`src/rtl/serial_adder_pkg.sv`:
```
// Shared types and default sizing for the chunked serial adder.
package serial_adder_pkg;

  typedef enum logic [1:0] {
    IDLE = 2'd0,
    RUN  = 2'd1,
    DONE = 2'd2
  } state_t;

  localparam int DEF_WIDTH = 16;
  localparam int DEF_CHUNK = 4;

endpackage

```
`src/rtl/serial_adder_add_chunk.sv`:
```
// Combinational CHUNK-bit ripple-carry adder slice used once per clock by serial_adder.
module add_chunk #(
  parameter int CHUNK = 4
) (
  input  logic [CHUNK-1:0] a,
  input  logic [CHUNK-1:0] b,
  input  logic             ci,
  output logic [CHUNK-1:0] s,
  output logic             co
);

  logic [CHUNK:0] c;

  // NOTE: combinational logic uses blocking '=' so each bit sees the carry computed just above it.
  always_comb begin
    c    = '0;
    s    = '0;
    c[0] = ci;
    for (int i = 0; i < CHUNK; i++) begin
      s[i]   = a[i] ^ b[i] ^ c[i];
      c[i+1] = (a[i] & b[i]) | (c[i] & (a[i] ^ b[i]));
    end
    co = c[CHUNK];
  end

endmodule

```
`src/rtl/serial_adder.sv`:
```
// Multi-cycle adder: WIDTH-bit a+b+cin computed CHUNK bits per clock with a registered inter-chunk carry.
// Optional signed-overflow output enabled by defining SERIAL_ADDER_OVF_EN.
module serial_adder
  import serial_adder_pkg::*;
#(
  parameter int WIDTH = DEF_WIDTH,
  parameter int CHUNK = DEF_CHUNK
) (
  input  logic             clk,
  input  logic             rst,
  input  logic             start,
  input  logic [WIDTH-1:0] a,
  input  logic [WIDTH-1:0] b,
  input  logic             cin,
  output logic             busy,
  output logic             done,
  output logic [WIDTH-1:0] sum,
`ifdef SERIAL_ADDER_OVF_EN
  output logic             ovf,
`endif
  output logic             cout
);

  localparam int N  = WIDTH / CHUNK;
  localparam int CW = $clog2(N) + 1;

  if (CHUNK < 1 || CHUNK > WIDTH || (WIDTH % CHUNK) != 0) begin : g_bad_params
    $error("serial_adder: WIDTH must be a positive multiple of CHUNK");
  end

  state_t           state, state_nx;
  logic [CW-1:0]    cnt;
  logic [WIDTH-1:0] a_q, b_q, sum_q;
  logic             carry_q, cout_q;
  logic [CHUNK-1:0] chunk_s;
  logic             chunk_co;
  logic             accept, last;

  assign accept = start && (state == IDLE || state == DONE);
  assign last   = (state == RUN) && (cnt == CW'(N - 1));

  add_chunk #(.CHUNK(CHUNK)) u_add_chunk (
    .a  (a_q[int'(cnt)*CHUNK +: CHUNK]),
    .b  (b_q[int'(cnt)*CHUNK +: CHUNK]),
    .ci (carry_q),
    .s  (chunk_s),
    .co (chunk_co)
  );

  always_ff @(posedge clk) begin
    if (rst) state <= IDLE;
    else     state <= state_nx;
  end

  // NOTE: state_nx gets a default before the case so no path can infer a latch.
  always_comb begin
    state_nx = state;
    case (state)
      IDLE:    if (start) state_nx = RUN;
      RUN:     if (last)  state_nx = DONE;
      DONE:    state_nx = start ? RUN : IDLE;
      default: state_nx = IDLE;
    endcase
  end

  // NOTE: operand registers carry no reset; they are always loaded before being used.
  always_ff @(posedge clk) begin
    if (accept) begin
      a_q <= a;
      b_q <= b;
    end
  end

  always_ff @(posedge clk) begin
    if (rst) begin
      cnt     <= '0;
      sum_q   <= '0;
      carry_q <= 1'b0;
      cout_q  <= 1'b0;
    end else if (accept) begin
      cnt     <= '0;
      sum_q   <= '0;
      carry_q <= cin;
      cout_q  <= 1'b0;
    end else if (state == RUN) begin
      sum_q[int'(cnt)*CHUNK +: CHUNK] <= chunk_s;
      carry_q <= chunk_co;
      cnt     <= cnt + 1'b1;
      if (last) cout_q <= chunk_co;
    end
  end

`ifdef SERIAL_ADDER_OVF_EN
  logic ovf_q;

  // The final chunk's top bit is the sum MSB, so overflow is settled on the last edge.
  always_ff @(posedge clk) begin
    if (rst || accept) ovf_q <= 1'b0;
    else if (last)     ovf_q <= (a_q[WIDTH-1] == b_q[WIDTH-1]) && (chunk_s[CHUNK-1] != a_q[WIDTH-1]);
  end

  assign ovf = ovf_q;
`endif

  assign busy = (state == RUN);
  assign done = (state == DONE);
  assign sum  = sum_q;
  assign cout = cout_q;

endmodule

```
`config.mk`:
```
export PLATFORM = sky130hd
export DESIGN_NAME = serial_adder
export DESIGN_NICKNAME = d
export VERILOG_FILES = /design/src/rtl/serial_adder_pkg.sv /design/src/rtl/serial_adder_add_chunk.sv /design/src/rtl/serial_adder.sv
export SDC_FILE = /design/constraint.sdc
export NUM_CORES = 1
export LEC_CHECK = 0
export CAP_MARGIN = 0
export CORE_ASPECT_RATIO = 2
export CORE_MARGIN = 2
export CORE_UTILIZATION = 50
export CTS_CLUSTER_DIAMETER = 40
export DETAILED_ROUTE_END_ITERATION = 7
export GPL_ROUTABILITY_DRIVEN = 0
export MAX_ROUTING_LAYER = met4
export PLACE_DENSITY_LB_ADDON = 0.12
export SYNTH_ARGS = -nofsm -noshare
export SYNTH_HDL_FRONTEND = slang
export SYNTH_SLANG_ARGS = --single-unit
```
`constraint.sdc`:
```
create_clock -name clk -period 9.2 [get_ports clk]
set_input_delay 1.84 -clock clk [delete_from_list [all_inputs] [get_ports clk]]
set_output_delay 1.84 -clock clk [all_outputs]
set_load 0.01 [all_outputs]
```
; Yosys cells after proc, flatten, opt, wreduce, memory -nomap -nowiden
; Index checks and enable logic that the tools add are counted.
; Widths: inputs -> output; s select.
[classes]
n_eq_ne = 5
reduce_logical = 8
add_sub_neg = 2
n_bitwise = 20
n_mux = 7
n_shift = 4
[op_table]
columns = op, count
row1 = $neg 5->33, 1
row2 = $shift 4x33->16 const A, 1
row3 = $shiftx 4x33->16, 1
row4 = $shiftx 16x6->4, 2
row5 = $bwmux 16, 1
row6 = $and 1x1->1, 8
row7 = $xor 1x1->1, 8
row8 = $pmux 2 s3, 1
row9 = $mux 2, 2
row10 = $or 1x1->1, 4
row11 = $reduce_and 2->1, 2
row12 = $add 3x1->3 const B, 1
row13 = $eq 3x2->1 const B, 1
row14 = $mux 1, 3
row15 = $eq 2x1->1 const B, 1
row16 = $eq 2x2->1 const B, 1
row17 = $logic_and 1x1->1, 2
row18 = $logic_not 2->1, 1
row19 = $ne 2x1->1 const B, 1
row20 = $ne 2x2->1 const B, 1
row21 = $reduce_bool 2->1, 1
row22 = $reduce_or 2->1, 1
row23 = $logic_or 1x1->1, 1
[word_totals]
out_inout_bits = 19
reg_bits = 55

; Longest topological paths before layout
[depth]
depth_word = 12
ltp_mapped = 11
depth_no_buf = 10

; Modules after synthesis
; From an unflattened synthesis, not the netlist that was laid out.
[hier_totals]
cells_unflattened = 176
hier_area_um2 = 2401.1
[modules_own_cells]
columns = module, area_each_um2, seq_area_each_um2, cells_per_inst, instances
row1 = serial_adder, 2283.4, 1421.4, 162, 1
row2 = add_chunk, 117.6, 0.0, 14, 1

; Least setup slack after synthesis
; OpenSTA, ideal clock, no wires.
[synth_path]
path_type = input port to flip-flop
start = in start
end = reg sum_q[10] (netlist: sum[10])
arrival_ns = 3.010
path_stages = 4
required_time_ns = 9.083
n_path_buf = 0
setup_slack_ns = 6.073
setup_ns = 0.117
cell_sequence = nand2b_1 -> inv_1 -> nor2_1 -> a32o_1
[synth_between]
elab_chain_cells = 2
[synth_rtl]
columns = element, line
row1 = "start, declared", serial_adder.sv:11  ; input logic start,
row2 = $logic_and 1x1->1, serial_adder.sv:39  ; assign accept = start && (state == IDLE || state == DONE);
row3 = via accept, serial_adder.sv:37  ; logic accept, last;
row4 = $reduce_or 2->1 (no line), --
row5 = "end signal, assigned by index", serial_adder.sv:86  ; sum_q[int'(cnt)*CHUNK +: CHUNK] <= chunk_s;
row6 = "end, declared", serial_adder.sv:33  ; logic [WIDTH-1:0] a_q, b_q, sum_q;
; The timed path passes the listed nets, and every way through them passes these cells.
; A chain may end at the register's enable or synchronous reset.

; Worst setup path in the final report
[layout_path]
start = in start
end = reg sum_q[9] (netlist: sum[9])
; The elaborated chain is that of the path after synthesis.

==> impl_metrics.csv <==
group,metric,value,unit
layout,antenna_cells,0,
detailed_routing,vias,1528,
sta,worst_pin_slew,1.21,ns
clock_tree,root_buffer,"clkbuf_8",
pwr,powerDensity,170,nW/um2
layout,area_growth,28.1,%
layout,design_area,3060,um2
pwr,combPwrFrac,15.1,%
synth,synthCells,173,
detailed_routing,drtPass1Iterations,4,
pwr,internal_power,396,uW
setup_path,arrival,3.99,ns
pwr,power,519,uW
die,initial_core_util,51.9,%
detailed_routing,first_iter_violations,46,
synth,netlist_area,2390,um2
setup_path,worst_ep_required_time,9.41,ns
die,core_area,4600,um2
pwr,swShare,23.7,%
synth,seq_area_frac_synth,59.6,%
sta,hold_viol_final,0,
synth,synth_area_leaders,"edfxtp_1 (40%), dfxtp_1 (19%), mux4_2 (7.6%)",
synth,ys_seq_elements,55,
die,rows,35,
hold_path,hold_class,"flip-flop to flip-flop",
pwr,vdd_drop_max,0.169,mV
place,place_hpwl,3470,um
clock_tree,ctsLongestPathBuffers,2,
clock_tree,clkLatencyLatePin,0.31,ns
sta,worst_slack,5.42,ns
synth,yosysTopAreaCellShare,40.3,%
detailed_routing,routedWlPerCell,15.4,um
clock_tree,cts_tree,"built",
setup_path,startpoint_type,"primary input",
detailed_routing,viasPerCell,5.42,
setup_path,crit_type,"primary input to flip-flop",
synth,yosys_warnings,0,
place,port_buffers,54,
sta,rsz0062_at_grt,"false",
die,die_h,102,um
pwr,power_frac_seq,53.5,%
clock_tree,hold_buffers,0,
setup_path,critPathMaxFanout,36,
global_routing,grt_first_pass_wirelength,7070,um
pwr,pwr-share-clk,31.3,%
layout,drive_gt1_share,7.93,%
sta,period_needed,3.78,ns
global_routing,groute.usage.overall,18.7,%
pwr,cellLeakagePower,0.00107,uW
clock_tree,cts_buffers,5,
sta,skew,0.0102,ns
sta,timing.final.crit_share,41.1,%
synth,avgSynthCellArea,13.8,um2
clock_tree,postCtsResizedCells,0,
place,place_inst,274,
layout,design.final.nets,273,
die,dieArea,5370,um2
synth,syn-num-nets,220,
detailed_routing,ant_nets,0,
synth,synth_cell_types,32,
global_routing,grt_start_max_net_pins,37,
flow_run,maxCapViolations,0,
synth,synth_top_area_cell,"edfxtp_1",
sta,tns,0,ns
detailed_routing,drc,0,
clock_tree,clk_pin_slew,0.10,ns
global_routing,antenna_found_initial,0,
pwr,p_switching,123,uW
layout,fill_cells,367,
clock_tree,clock_sinks,55,
global_routing,grt_pass1_vias,1667,
clock_tree,h-tree-depth,2,
sta,slew_viol_final,0,
detailed_routing,wirelength,4360,um
place,post-place-ws,5.04,ns
clock_tree,cts_setup_buffers,0,
setup_path,end_kind,"flip-flop",
die,die_x,52.8,um
global_routing,overflow,0,
status,outcome,"finished clean",
die,io_pins,55,
sta,slew-limit-headroom,19.0,%
sta,fmaxAchievable,264,MHz
layout,fin_cells,282,
sta,setup_viol,0,
place,dpl-instance-area,2940,um2
==> per-stage QoR <==
step	util (%)	hold WS (ns)
after detailed placement	63.9	0.450
final	66.5	0.459
after floorplan	-	0.475
after global routing	66.5	0.481
after global placement	63.9	0.443
after CTS	66.5	0.464
==> cell usage in the layout (no fill, tap or decap) <==
cell,instances
xnor2_1,1
nand4b_1,6
bufinv_16,1
nand2b_1,3
clkinv_4,1
and3_1,2
nand3_1,6
o21ai_0,1
nand4_1,1
and2_1,2
or3_1,3
buf_4,1
a21oi_1,8
ha_1,7
inv_1,7
clkbuf_8,5
nor2b_4,1
dfxtp_1,23
a211oi_1,1
and2b_1,1
a32o_1,4
nand3b_1,1
clkdlybuf4s50_1,54
nand2_1,12
edfxtp_1,32
mux4_2,8
and4b_1,2
nor4b_1,1
fa_1,4
clkinv_1,1
mux2i_1,9
inv_6,1
nor2_1,13
nor3b_1,4
==> worst max-delay path, cell delays in order <==
cell and delay [ns]:
clkdlybuf4s50_1 0.46, nand2b_1 0.21, inv_1 0.95, nor2_1 0.23, a32o_1 0.30
==> Yosys cell counts (all sizes together) <==
cell,n
nand3,6
nand4,1
fa,4
and3,2
nand2b,3
nor2b,1
clkinv,1
nand3b,1
nand2,12
edfxtp,32
ha,7
inv,7
clkbuf,1
nor3b,4
or3,3
and4b,2
nor4b,1
o21ai,1
nand4b,6
mux2i,9
mux4,8
and2b,1
nor2,13
a32o,4
dfxtp,23
a21oi,8
and2,2
a211oi,1
xnor2,1
buf,8
==> routing by layer <==
layer | up-vias | share of wire, % | global-route usage, %
li1 | 736 | - | -
met4 | 0 | 2.8 | 8.68
met5 | - | 0 | -
met3 | 8 | 3.7 | 3.39
met1 | 740 | 33 | 16.1
met2 | 44 | 61 | 36.1
==> registers in the layout, indices dropped and copies added (netlist names) <==
signal	flops
b_q	16
a_q	16
cnt	3
carry_q	1
cout	1
sum	16
state	2
==> power by group through the flow <==
| stage | Sequential (uW) | Clock, uW | Combinational [uW] |
|---|---|---|---|
| 6_report | 278 | 163 | 78.4 |
| 5_1_grt | 279 | 177 | 85.5 |
| 4_1_cts | 278 | 166 | 79.1 |
| 3_5_place_dp | 284 | 0 | 79.1 |
| 3_3_place_gp | 283 | 0 | 77.8 |
| 2_1_floorplan | 283 | 0 | 48.2 |
==> cell type report <==
class / count / area (um2) / share of cell area [%]
Clock buffer: 5 / 68.8 / 2.25
Multi-Input combinational cell: 101 / 872 / 28.5
Sequential cell: 55 / 1420 / 46.5
Timing Repair Buffer: 55 / 548 / 17.9
Clock inverter: 3 / 47.5 / 1.56
Inverter: 8 / 30.0 / 0.982
Tap cell: 55 / 68.8 / 2.25
==> worst paths after layout <==
path | cells after the start | from | end | slack, ns
max | 5 | start | sum[9]$_SDFFE_PP0P_ | 5.42
min reg2reg | 2 | sum[6]$_SDFFE_PP0P_ | sum[6]$_SDFFE_PP0P_ | 0.46
max reg2reg | 10 | cnt[1]$_SDFFE_PP0P_ | sum[11]$_SDFFE_PP0P_ | 5.87
min | 2 | sum[6]$_SDFFE_PP0P_ | sum[6]$_SDFFE_PP0P_ | 0.46
==> cells by family (layout without fill, tap and decap cells) <==
kind of cell / after synthesis / after routing / synth area share (%)
AOI/OAI and AO/OA: 14 / 14 / 3.88
xor gates and xnor gates: 1 / 1 / 0.367
adders and majority gates: 11 / 11 / 7.03
buffers and inverters: 17 / 71 / 3.88
DFF: 55 / 55 / 59.6
muxes: 17 / 17 / 11.3
and+or+nand+nor: 58 / 58 / 13.9
No activity file was read; power rests on OpenSTA's default activity.
